File: src/rtl/mmio_uart_tx_pkg.sv
// Shared types and constants for the MMIO UART transmitter.
//   XLEN                 : hart register / MMIO bus width
//   mem_write_control_t  : MMIO write request payload (enable, addr, value, width)
//   uart_tx_state_t      : shifter FSM state encoding
//   DEFAULT_*_ADDR       : default MMIO register addresses
package mmio_uart_tx_pkg;

  localparam int unsigned XLEN = 32;

  typedef struct packed {
    logic            enable;
    logic [XLEN-1:0] addr;
    logic [XLEN-1:0] value;
    logic [1:0]      width;
  } mem_write_control_t;

  typedef enum logic [1:0] {
    UART_IDLE,
    UART_START,
    UART_DATA,
    UART_STOP
  } uart_tx_state_t;

  localparam logic [XLEN-1:0] DEFAULT_TX_DATA_ADDR = 32'h0000_1000;
  localparam logic [XLEN-1:0] DEFAULT_STATUS_ADDR  = 32'h0000_1004;

endpackage

File: src/rtl/mmio_uart_tx_if.sv
// MMIO port bundle between the hart (master) and a memory-mapped device (slave).
//   io_control        : write request, held high by the hart until completion
//   io_r_addr         : read address
//   io_r_data         : read data (combinational in the device)
//   io_write_complete : one-cycle write acknowledge
interface mmio_uart_tx_if;
  import mmio_uart_tx_pkg::*;

  mem_write_control_t io_control;
  logic [XLEN-1:0]    io_r_addr;
  logic [XLEN-1:0]    io_r_data;
  logic               io_write_complete;

  modport master (
    output io_control,
    output io_r_addr,
    input  io_r_data,
    input  io_write_complete
  );

  modport slave (
    input  io_control,
    input  io_r_addr,
    output io_r_data,
    output io_write_complete
  );

endinterface

File: src/rtl/mmio_uart_tx_shifter.sv
// 8N1 serializer: FSM, baud counter and shift register.
//   clock, reset : clock, synchronous active-high reset
//   load         : a byte is waiting in the holding register
//   load_data    : that byte
//   ready_c      : the byte is taken at this edge when load is high
//   busy_c       : FSM is not idle
//   tx           : registered serial line, idle high
module uart_tx_shifter
  import mmio_uart_tx_pkg::*;
#(
  parameter int unsigned clks_per_bit = 868
) (
  input  logic       clock,
  input  logic       reset,
  input  logic       load,
  input  logic [7:0] load_data,
  output logic       ready_c,
  output logic       busy_c,
  output logic       tx
);

  localparam int unsigned CNT_W = (clks_per_bit > 1) ? $clog2(clks_per_bit) : 1;
  localparam logic [CNT_W-1:0] CNT_LAST = CNT_W'(clks_per_bit - 1);

  uart_tx_state_t   state;
  logic [CNT_W-1:0] cnt;
  logic [2:0]       bit_idx;
  logic [7:0]       shift;
  logic             bit_done_c;

  assign bit_done_c = (cnt == CNT_LAST);
  // The holding register is drained when idle, or at the last stop-bit cycle
  // so that back-to-back frames have no idle gap.
  assign ready_c    = (state == UART_IDLE) || ((state == UART_STOP) && bit_done_c);
  assign busy_c     = (state != UART_IDLE);

  // Frame sequencing; tx is driven for the state being entered.
  always_ff @(posedge clock) begin
    if (reset) begin
      state   <= UART_IDLE;
      cnt     <= '0;
      bit_idx <= '0;
      shift   <= '0;
      tx      <= 1'b1;
    end else begin
      case (state)
        UART_IDLE: begin
          cnt <= '0;
          if (load) begin
            state <= UART_START;
            shift <= load_data;
            tx    <= 1'b0;
          end else begin
            tx <= 1'b1;
          end
        end
        UART_START: begin
          if (bit_done_c) begin
            state   <= UART_DATA;
            cnt     <= '0;
            bit_idx <= '0;
            tx      <= shift[0];
          end else begin
            cnt <= cnt + CNT_W'(1);
          end
        end
        UART_DATA: begin
          if (bit_done_c) begin
            cnt <= '0;
            if (bit_idx == 3'd7) begin
              state <= UART_STOP;
              tx    <= 1'b1;
            end else begin
              bit_idx <= bit_idx + 3'd1;
              shift   <= {1'b0, shift[7:1]};
              tx      <= shift[1];
            end
          end else begin
            cnt <= cnt + CNT_W'(1);
          end
        end
        UART_STOP: begin
          if (bit_done_c) begin
            cnt <= '0;
            if (load) begin
              state <= UART_START;
              shift <= load_data;
              tx    <= 1'b0;
            end else begin
              state <= UART_IDLE;
              tx    <= 1'b1;
            end
          end else begin
            cnt <= cnt + CNT_W'(1);
          end
        end
        default: begin
          state <= UART_IDLE;
          cnt   <= '0;
          tx    <= 1'b1;
        end
      endcase
    end
  end

endmodule

File: src/rtl/mmio_uart_tx.sv
// Memory-mapped UART transmitter: one-byte holding register in front of an
// 8N1 shifter, plus a read-only status register.
//   clock, reset : clock, synchronous active-high reset
//   bus          : MMIO slave port (write request/ack, read addr/data)
//   tx           : UART serial line, idle high
module mmio_uart_tx
  import mmio_uart_tx_pkg::*;
#(
  parameter int unsigned     clks_per_bit = 868,
  parameter logic [XLEN-1:0] tx_data_addr = DEFAULT_TX_DATA_ADDR,
  parameter logic [XLEN-1:0] status_addr  = DEFAULT_STATUS_ADDR
) (
  input  logic           clock,
  input  logic           reset,
  mmio_uart_tx_if.slave  bus,
  output logic           tx
);

  logic [7:0] hold;
  logic       hold_full;
  logic       armed;
  logic       ready_c;
  logic       busy_c;
  logic       take_c;
  logic       is_data_c;
  logic       accept_c;
  logic       unused_ctrl_c;

  assign take_c    = hold_full && ready_c;
  assign is_data_c = (bus.io_control.addr == tx_data_addr);
  // A full hold only blocks data writes, and not when it drains this edge.
  assign accept_c  = bus.io_control.enable && armed &&
                     (!is_data_c || !hold_full || take_c);

  // Only the low byte is transmitted, whatever the access width.
  assign unused_ctrl_c = ^{bus.io_control.width, bus.io_control.value[XLEN-1:8]};

  // Holding register, re-arm tracking and write acknowledge.
  always_ff @(posedge clock) begin
    if (reset) begin
      hold                  <= '0;
      hold_full             <= 1'b0;
      armed                 <= 1'b1;
      bus.io_write_complete <= 1'b0;
    end else begin
      bus.io_write_complete <= accept_c;
      if (accept_c) begin
        armed <= 1'b0;
      end else if (!bus.io_control.enable) begin
        armed <= 1'b1;
      end
      if (accept_c && is_data_c) begin
        hold      <= bus.io_control.value[7:0];
        hold_full <= 1'b1;
      end else if (take_c) begin
        hold_full <= 1'b0;
      end
    end
  end

  assign bus.io_r_data = (bus.io_r_addr == status_addr) ?
                         XLEN'({hold_full, busy_c}) : '0;

  uart_tx_shifter #(
    .clks_per_bit (clks_per_bit)
  ) u_shifter (
    .clock     (clock),
    .reset     (reset),
    .load      (hold_full),
    .load_data (hold),
    .ready_c   (ready_c),
    .busy_c    (busy_c),
    .tx        (tx)
  );

endmodule

File: src/flat_wrapper.sv
// flat-port wrapper written by rule: the top's interface ports become plain ports
module mmio_uart_tx_flat import mmio_uart_tx_pkg::*;
#(
  parameter int unsigned     clks_per_bit = 868,
  parameter logic [XLEN-1:0] tx_data_addr = DEFAULT_TX_DATA_ADDR,
  parameter logic [XLEN-1:0] status_addr  = DEFAULT_STATUS_ADDR
)
  (clock, reset, tx, bus_io_control, bus_io_r_addr, bus_io_r_data, bus_io_write_complete);
  mmio_uart_tx_if bus_i ();
  input  logic clock;
  input  logic reset;
  output logic tx;
  input wire logic [$bits(bus_i.io_control)-1:0] bus_io_control;
  input wire logic [$bits(bus_i.io_r_addr)-1:0] bus_io_r_addr;
  output wire logic [$bits(bus_i.io_r_data)-1:0] bus_io_r_data;
  output wire logic [$bits(bus_i.io_write_complete)-1:0] bus_io_write_complete;
  assign bus_i.io_control = bus_io_control;
  assign bus_i.io_r_addr = bus_io_r_addr;
  assign bus_io_r_data = bus_i.io_r_data;
  assign bus_io_write_complete = bus_i.io_write_complete;
  mmio_uart_tx #(.clks_per_bit(clks_per_bit), .tx_data_addr(tx_data_addr), .status_addr(status_addr)) u_core (.clock(clock), .reset(reset), .bus(bus_i), .tx(tx));
endmodule
File: config.mk
export PLATFORM = sky130hd
export DESIGN_NAME = mmio_uart_tx_flat
export DESIGN_NICKNAME = d
export VERILOG_FILES = /design/src/rtl/mmio_uart_tx_pkg.sv /design/src/rtl/mmio_uart_tx_if.sv /design/src/rtl/mmio_uart_tx_shifter.sv /design/src/rtl/mmio_uart_tx.sv /design/src/flat_wrapper.sv
export SDC_FILE = /design/constraint.sdc
export NUM_CORES = 1
export LEC_CHECK = 0
export CAP_MARGIN = 40
export CORE_MARGIN = 3
export CORE_UTILIZATION = 33
export CTS_CLUSTER_SIZE = 20
export DETAILED_ROUTE_END_ITERATION = 8
export HOLD_SLACK_MARGIN = 0.1
export PLACE_DENSITY = 0.88
export SLEW_MARGIN = 20
export SYNTH_ARGS = -nofsm -noshare
export SYNTH_HDL_FRONTEND = slang
export SYNTH_SLANG_ARGS = --single-unit
File: constraint.sdc
create_clock -name clock -period 2 [get_ports clock]
set_input_delay 0.2 -clock clock [delete_from_list [all_inputs] [get_ports clock]]
set_output_delay 0.2 -clock clock [all_outputs]
set_load 0.005 [all_outputs]
======== Word level (Yosys, flattened, before mapping) ========
Cells that the tools add are included.
operators by class
  $add $sub $neg .......................... 2
  equal/unequal tests ..................... 14
  multiplexer cells ....................... 29
  reductions and logical operators ........ 20
operators with widths
  operator                                               number
  equality test 32 x 13 -> 1 bit, second input constant  2
  2-to-1 mux 8 bit                                       4
  case mux 8 bit (3 select lines)                        1
  case mux 10 bit (2 select lines)                       1
  2-to-1 mux 2 bit                                       6
  adder 10 x 1 -> 10 bit, second input constant          1
  equality test 10 bit, second input constant            1
  2-to-1 mux 1 bit                                       10
  2-to-1 mux 10 bit                                      1
  != test 2 bit, second input constant                   5
  2-to-1 mux 3 bit                                       3
  case mux 2 bit (4 select lines)                        1
  AND reduction 4 bit                                    2
  case mux 3 bit (2 select lines)                        1
  nonzero test 2 bit                                     3
  logical AND 1 bit                                      5
  AND reduction 5 bit                                    1
  equality test 2 bit, second input constant             2
  != test 2 x 1 -> 1 bit, second input constant          2
  case mux 1 bit (4 select lines)                        1
  adder 3 x 1 -> 3 bit, second input constant            1
  equality test 3 bit, second input constant             1
  logical OR 1 bit                                       3
  AND reduction 3 bit                                    1
  other kinds (5)                                        6
storage, ports and cells
  bits in registers ....................... 35
  input port bits ......................... 101
  output and inout bits ................... 34
  logic and storage cells ................. 74

======== Longest topological paths before layout ========
Gate-level depths: netlist of run 1.
  depth after elaboration ................. 8
  gate-level depth with buffers ........... 9
  depth with buffers taken out ............ 7

======== Modules after synthesis ========
From an unflattened synthesis of run 1, not the netlist that was laid out.
unflattened totals
  cell total of the unflattened synthesis .. 236
  area, all modules ....................... 2,202.1 um^2
by module, submodules not included
  module           instances  cells an instance  area an instance (um^2)  sequential area each (um^2)
  uart_tx_shifter  1          136                1,332.5                  480.5
  mmio_uart_tx     1          100                869.6                    220.2

======== Worst setup path after synthesis of run 1 ========
OpenSTA, ideal clock, no wires.
  kind .................................... register -> register
  from .................................... register u_core.u_shifter.state[0]
  to ...................................... register u_core.u_shifter.shift[7]
  setup time .............................. 71 ps
  data arrival time ....................... 1,970 ps
  required time ........................... 1,929 ps
  path slack .............................. -41 ps
  stages on the path, launching flop included .. 9
  buffers on the path ..................... 2
  period minus slack after synthesis ...... 2,041 ps
  path through ............................ dfxtp_1 inv_1 ha_1 clkbuf_1 or3_1 a22o_1 buf_2 or3b_1 a21oi_1
on the way
  word-level cells in the longest chain between the ends .. 3
  elaborated cells between the ends (all ways) .. 9
  classes of those cells .................. eq/ne (5); mux (1); reduce/logical (3)
ends and longest elaborated chain
  element                                                               RTL line                    source
  from (decl)                                                           mmio_uart_tx_shifter.sv:25  uart_tx_state_t state;
  from (signal assigned)                                                mmio_uart_tx_shifter.sv:40  state <= UART_IDLE;
  from (signal assigned)                                                mmio_uart_tx_shifter.sv:50  state <= UART_START;
  from (signal assigned)                                                mmio_uart_tx_shifter.sv:59  state <= UART_DATA;
  equality test 2 bit or logical NOT 2 bit (tied branches)              mmio_uart_tx_shifter.sv:46  case (state)
  != test 2 bit (no source line) or nonzero test 3 bit (tied branches)  -
  AND reduction 4 bit (no source line)                                  -
  to (signal assigned)                                                  mmio_uart_tx_shifter.sv:51  shift <= load_data;
  to (signal assigned)                                                  mmio_uart_tx_shifter.sv:75  shift <= {1'b0, shift[7:1]};
  to (signal assigned)                                                  mmio_uart_tx_shifter.sv:87  shift <= load_data;
  to (decl)                                                             mmio_uart_tx_shifter.sv:28  logic [7:0] shift;
Several ways; a longest one is shown, not always the timed one.
A chain may end at the register's enable or synchronous reset.

======== Worst setup path after layout of run 1 ========
  from .................................... register u_core.u_shifter.bit_idx[0]
  to ...................................... register u_core.u_shifter.shift[7]
on the way
  word-level cells in the longest chain between the ends .. 3
ends and longest elaborated chain
  element                               RTL line                    source
  from (decl)                           mmio_uart_tx_shifter.sv:27  logic [2:0] bit_idx;
  from (signal assigned)                mmio_uart_tx_shifter.sv:74  bit_idx <= bit_idx + 3'd1;
  equality test 3 bit                   mmio_uart_tx_shifter.sv:70  if (bit_idx == 3'd7) begin
  != test 2 bit (no source line)        -
  AND reduction 4 bit (no source line)  -
Every way passes these cells.

==> impl_metrics.py, run 1 <==
metrics = {
    "cts": {
        "post_cts_buffers": 0,
        "cts.path.max_buffers": 2,
        "htree_levels": 2,
        "clock-root-buffer": "clkbuf_8",
        "clk_pin_slew_ps": 70,
        "clk_sinks": 35,
        "hold_buf_count_cts": 0,
        "tritoncts": "done",
        "insertion_delay_ps": 290,
        "tritoncts.num_buffers": 5,
    },
    "hold_path": {
        "hold_class": "flop to flop",
        "hp-start": "u_core.u_shifter.bit_idx[2]",
    },
    "route": {
        "first_pass_iters": 4,
        "route.antenna.remaining_nets": 0,
        "drcViolationCount": 0,
        "detail_route.iter0.violations": 51,
        "route.detailed.vias_per_inst": 4.77,
        "routedWlPerCell_um": 13.0,
        "vias": 1856,
        "drt_wl_total_um": 5080,
    },
    "outcome": {
        "result_of_the_run": "finished, final reports clean",
    },
    "logic_synthesis": {
        "synth.lib_cells_used.distinct": 47,
        "primary_ff_master_synth": "dfxtp_1",
        "post-synth-top-count-cell": "dfxtp_1",
        "ys_ff_latch": 35,
        "synth_enable_flop_cells": 0,
        "synth_top_cell_by_area": "dfxtp_1",
        "synth_area_leaders": "dfxtp_1, buf_4, mux2i_1, nor2_1, ha_1",
        "leading_cell_types_by_count_after_synthesis": "dfxtp_1, buf_4, nor2_1",
        "avgSynthCellArea_um2": 8.94,
        "synthesized_instance_count": 232,
        "synth.top_cell.area_share": 0.338,
        "synth.yosys.seq_area_share": 0.338,
        "async_flop_share": 0,
        "post_synthesis_instance_area_mm2": 0.00207,
        "synth.yosys.warnings": 0,
    },
    "timing": {
        "max_freq_ghz": 0.531,
        "timing.setup.tns_ps": 0,
        "hold_viol": 0,
        "grt_setup_unrepaired": "false",
        "slew_viol_final": 0,
        "final.hold.worst_slack_ps": 466,
        "layout_worst_path_cycle_share": 0.942,
        "setup_viol": 0,
        "worst_clock_skew_ps": 4.08,
        "finalWorstPathRequiredPeriod_ps": 1880,
    },
    "die": {
        "start_util": 0.346,
        "number_of_primary_i_o_pins": 135,
        "die_height_um": 85.3,
        "rows": 28,
        "die_width_um": 85.3,
        "die-area_mm2": 0.00727,
        "core_region_area_mm2": 0.00599,
    },
    "place": {
        "post-dp-hpwl_um": 4130,
        "port_buffers": 78,
        "gp_congestion": 0.847,
        "numPlacedInstances": 381,
    },
    "global_routing": {
        "gr-usage-all-layers": 0.137,
        "grt_max_degree": 20,
        "grt_pass1_vias": 1790,
        "grt_first_pass_wirelength_um": 8070,
        "antenna_violations_before_repair": 0,
        "grt-ovfl-total": 0,
    },
    "worst_setup_path": {
        "worstPathArrival_ps": 2110,
        "timing.rr.start": "u_core.u_shifter.bit_idx[0]",
        "timing.critical_path.required_ps": 2220,
        "startpoint_type": "flop",
        "timing_worst_setup_path_type": "flop to flop",
        "timing.critical_path.from": "u_core.u_shifter.bit_idx[0]",
        "critPathMaxFanout": 5,
        "critical_path.endpoint_type": "flop",
    },
    "finish": {
        "nNetsFinal": 423,
        "number_of_standard_cells_in_the_final_layout_excluding_fillers": 389,
        "area_delta_synth_final_pct": 41.6,
        "final_util": 0.490,
        "antenna_cells": 0,
        "drive_gt1_frac": 0.105,
    },
    "power_and_ir_drop": {
        "ir_drop_worst_case_vdd_uv": 335,
        "total_leakage_power_nw": 1.14,
        "finalPower_mw": 1.61,
        "powerDensity_mw_per_mm2": 550,
    },
    "job": {
        "maxCapViolCount": 0,
    },
}
==> worst max-delay path: stages (launching register included) <==
cell and delay, ps:
dfxtp_1 320, ha_1 190, ha_1 240, nor3b_1 230, nand4_1 120, a22o_1 230
or3b_1 340, a21oi_1 140
==> state kept, by name (all words and copies together), names as in the netlist <==
register	flops
u_core.u_shifter.shift	8
u_core.bus.io_write_complete	1
u_core.hold	8
u_core.u_shifter.cnt	10
u_core.u_shifter.bit_idx	3
u_core.u_shifter.tx	1
u_core.armed	1
u_core.hold_full	1
u_core.u_shifter.state	2
==> placed cells by master (no fill, tap or decap), types with 3 or more instances in the layout <==
master and count:
clkdlybuf4s50_1 76, dfxtp_1 35, nor2_1 31, conb_1 30
mux2i_1 15, nor4_1 14, nand2_1 12, ha_1 9
nand4_1 7, mux2_2 7, nand3_1 7, a21oi_1 5
clkbuf_8 5, buf_4 5, inv_1 4, or3_1 4
xnor2_1 4, xor2_1 4, clkinv_2 3
==> kinds of logic (layout without fill, tap and decap cells) <==
| kind of cell | Yosys count | count (layout) | share of synthesized area |
|---|---|---|---|
| simple gates | 95 | 95 | 0.253 |
| buf+inv | 44 | 97 | 0.144 |
| flops | 35 | 35 | 0.338 |
| mux | 22 | 22 | 0.110 |
| compound gates | 18 | 18 | 0.0646 |
| fa+ha+maj | 9 | 9 | 0.0543 |
| xor+xnor | 8 | 8 | 0.0338 |
| other cells | 1 | 30 | 0.00181 |
==> worst paths after layout <==
| path | end | slack [ps] | cells past startpoint |
|---|---|---|---|
| worst min-delay path | u_core.u_shifter.bit_idx[2] | 470 | 2 |
| worst min register to register | u_core.u_shifter.bit_idx[2] | 470 | 2 |
| worst max-delay path | u_core.u_shifter.shift[7] | 120 | 7 |
| worst max register to register | u_core.u_shifter.shift[7] | 120 | 7 |
==> layout make-up <==
type	instances	area, um^2
Fill cell	542	3050
Multi-Input combinational cell	182	1200
Timing Repair Buffer	84	836
Sequential cell	35	701
Tap cell	75	93.8
Clock buffer	5	68.8
Inverter	5	18.8
Clock inverter	3	15.0
==> timing repair <==
item,CTS,global route
pin swaps,0,1
resized for setup,4,2
setup endpoints to repair,2,9
==> per-layer routing <==
metal / track usage / part of all wire / vias up
li1: - / - / 923
met1: 0.150 / 0.38 / 871
met2: 0.251 / 0.54 / 56
met3: 0.0456 / 0.071 / 6
met4: 0.0345 / 0.011 / 0
met5: 0 / 0 / -
==> stage by stage <==
stage | area [um^2] | setup WS (ps)
after global placement | 2830 | -1.77
after floorplan | 2190 | 19.5
after CTS | 2930 | 33.8
after global routing | 2940 | 1.91
final | 2940 | 116
after detailed placement | 2830 | -85.8
==> where the power goes <==
part,switching [mW],total (mW),internal [mW]
clock network,0.245,0.482,0.238
registers,0.0213,0.743,0.721
logic,0.163,0.390,0.227
(Power assumes the default switching activity.)
==> inputs of run 2 (changes only) <==
--- a/config.mk
+++ b/config.mk
@@ -6,12 +6,15 @@
 export NUM_CORES = 1
 export LEC_CHECK = 0
 export CAP_MARGIN = 40
+export CORE_ASPECT_RATIO = 0.6
 export CORE_MARGIN = 3
-export CORE_UTILIZATION = 33
+export CORE_UTILIZATION = 34
+export CTS_BUF_LIST = sky130_fd_sc_hd__clkbuf_4 sky130_fd_sc_hd__clkbuf_8
 export CTS_CLUSTER_SIZE = 20
 export DETAILED_ROUTE_END_ITERATION = 8
 export HOLD_SLACK_MARGIN = 0.1
-export PLACE_DENSITY = 0.88
+export PLACE_DENSITY = 0.9
+export SKIP_LAST_GASP = 1
 export SLEW_MARGIN = 20
 export SYNTH_ARGS = -nofsm -noshare
 export SYNTH_HDL_FRONTEND = slang
==> run 2 against run 1 <==
  * Combinational power up 2%
  * Critical path type unchanged
  * Register-to-register slack improved by 20 ps
  * Routed wire length rose by 4.3%
  * Largest cell class unchanged
==> impl_metrics.py, run 2 (same netlist as run 1, synthesis figures left out) <==
metrics = {
    "outcome": {
        "result_of_the_run": "finished, final reports clean",
    },
    "cts": {
        "htree_levels": 2,
        "clock-root-buffer": "clkbuf_8",
        "clk_sinks": 35,
        "insertion_delay_ps": 280,
        "clk_pin_slew_ps": 70,
        "tritoncts.num_buffers": 5,
        "cts.path.max_buffers": 2,
        "hold_buf_count_cts": 0,
        "tritoncts": "done",
    },
    "worst_setup_path": {
        "timing_worst_setup_path_type": "flop to flop",
        "r2r.worst_path.cells": 7,
        "timing.rr.start": "u_core.u_shifter.bit_idx[0]",
        "critical_path.endpoint_type": "flop",
        "worstPathArrival_ps": 2080,
        "startpoint_type": "flop",
        "critPathMaxFanout": 3,
        "r2r-end": "u_core.u_shifter.shift[7]",
        "setup.reg_to_reg.worst_slack_ps": 130,
        "timing.critical_path.required_ps": 2220,
    },
    "finish": {
        "largest_register_ff_count": 10,
        "multi_input_comb_area_mm2": 0.00122,
        "drive_gt1_frac": 0.121,
        "nNetsFinal": 425,
        "layout.area.seq_um2": 702,
        "top_library_cells_by_usage_in_the_layout_fill_and_taps_aside": "clkdlybuf4s50_1, dfxtp_1, nor2_1, conb_1, mux2i_1",
        "largest_registers": "u_core.u_shifter.cnt: 10 flops, u_core.hold: 8 flops, u_core.u_shifter.shift: 8 flops",
        "number_of_standard_cells_in_the_final_layout_excluding_fillers": 395,
        "n_fill_cell": 521,
        "antenna_cells": 0,
        "area_delta_synth_final_pct": 43.7,
        "layout.cells.most_common": "clkdlybuf4s50_1",
        "top_register": "u_core.u_shifter.cnt",
    },
    "hold_path": {
        "timing.hold.worst_endpoint": "u_core.u_shifter.bit_idx[1]",
        "hp-start": "u_core.u_shifter.bit_idx[1]",
        "hold_class": "flop to flop",
        "min_delay_path_depth": 2,
    },
    "job": {
        "maxCapViolCount": 0,
    },
    "timing": {
        "post-route-worst-setup-slack_ps": 134,
        "finalWorstPathRequiredPeriod_ps": 1870,
        "setup_viol": 0,
        "layout_worst_path_cycle_share": 0.933,
        "worst_clock_skew_ps": 4.85,
        "hold_viol": 0,
        "slew_viol_final": 0,
        "max_freq_ghz": 0.536,
        "grt_setup_unrepaired": "false",
    },
    "route": {
        "route.antenna.remaining_nets": 0,
        "first_pass_iters": 4,
        "detail_route.iter0.violations": 89,
        "drcViolationCount": 0,
        "vias": 1844,
        "route.detailed.vias_per_inst": 4.67,
        "routedWlPerCell_um": 13.4,
        "drt_wl_total_um": 5290,
    },
    "global_routing": {
        "grt_first_pass_wirelength_um": 8570,
        "gr-usage-all-layers": 0.151,
        "grt_pass1_vias": 1851,
        "antenna_violations_before_repair": 0,
        "grt_max_degree": 21,
        "grt-ovfl-total": 0,
    },
    "place": {
        "gp_congestion": 0.880,
        "numPlacedInstances": 388,
        "dp_slack_ps": -97.8,
        "port_buffers": 78,
        "post-dp-hpwl_um": 4310,
    },
    "die": {
        "die-area_mm2": 0.00710,
        "die_width_um": 107,
        "die_height_um": 66.5,
        "start_util": 0.362,
        "rows": 21,
        "core_region_area_mm2": 0.00573,
        "number_of_primary_i_o_pins": 135,
    },
    "power_and_ir_drop": {
        "powerDensity_mw_per_mm2": 555,
        "ir_drop_worst_case_vdd_uv": 303,
        "total_leakage_power_nw": 1.16,
    },
}
[run 2: cell types whose count changed in the layout (fill, tap and decap cells not counted), sizes merged]
cell          change
clkinv            -2
dlymetal6s2s      +1
buf               +2
dlygate4sd2       -1
clkbuf            +1
[run 2: cell type report]
cell class,count,area share
Multi-Input combinational cell,182,0.408
Timing Repair Buffer,86,0.287
Sequential cell,35,0.236
Tap cell,80,0.0336
Clock buffer,6,0.0277
Inverter,5,0.00630
Clock inverter,1,0.00168
[run 2: per-layer routing]
layer / track usage / routed length (um) / vias up
met5: 0 / 0 / -
met4: 0.0526 / 74 / 0
met3: 0.0552 / 546 / 10
met2: 0.255 / 2380 / 82
met1: 0.177 / 2290 / 824
li1: - / - / 928
[run 2: worst max-delay path, stage by stage, from the launching register on]
cell and delay, ps:
dfxtp_1 330, ha_1 200, ha_1 190, nor3b_1 210, nand4_1 140, a22o_1 250, or3b_1 350, a21oi_1 140
[run 2: worst max-delay path by stage]
stage,from,end,slack [ps],cells after the start
floorplan,u_core.u_shifter.state[0],u_core.u_shifter.shift[7],20,8
global placement,bus_io_r_addr[5],bus_io_r_data[0],-110,5
detailed placement,bus_io_r_addr[4],bus_io_r_data[0],-100,5
CTS,bus_io_r_addr[25],bus_io_r_data[0],-50,5
global route,u_core.u_shifter.state[1],u_core.u_shifter.shift[7],3,7
finish,u_core.u_shifter.bit_idx[0],u_core.u_shifter.shift[7],130,7
[run 2: power by group]
group          internal, mW  switching [mW]  total [mW]
logic                 0.229           0.169       0.398
clock network         0.270           0.236       0.505
registers             0.723          0.0262       0.750
[run 2: per-stage QoR]
| stage | utilization | hold WS (ps) | TNS, ps | area (um^2) | power, mW |
|---|---|---|---|---|---|
| floorplan | - | 335 | 0 | 2190 | 0.969 |
| global placement | 0.498 | 437 | -202 | 2860 | 1.13 |
| detailed placement | 0.498 | 446 | -176 | 2860 | 1.14 |
| CTS | 0.518 | 455 | -47.1 | 2970 | 1.65 |
| global route | 0.520 | 492 | 0 | 2980 | 1.74 |
| finish | 0.520 | 455 | 0 | 2980 | 1.65 |
[run 2: timing repair]
| action | 4_1_cts | 5_1_grt |
|---|---|---|
| hold endpoints to repair | 0 | 0 |
| endpoints found under the setup margin | 2 | 10 |
| resized for setup | 6 | 3 |
| pin swaps | 1 | 1 |
| setup buffers | 0 | 0 |
| gates cloned | 0 | 0 |
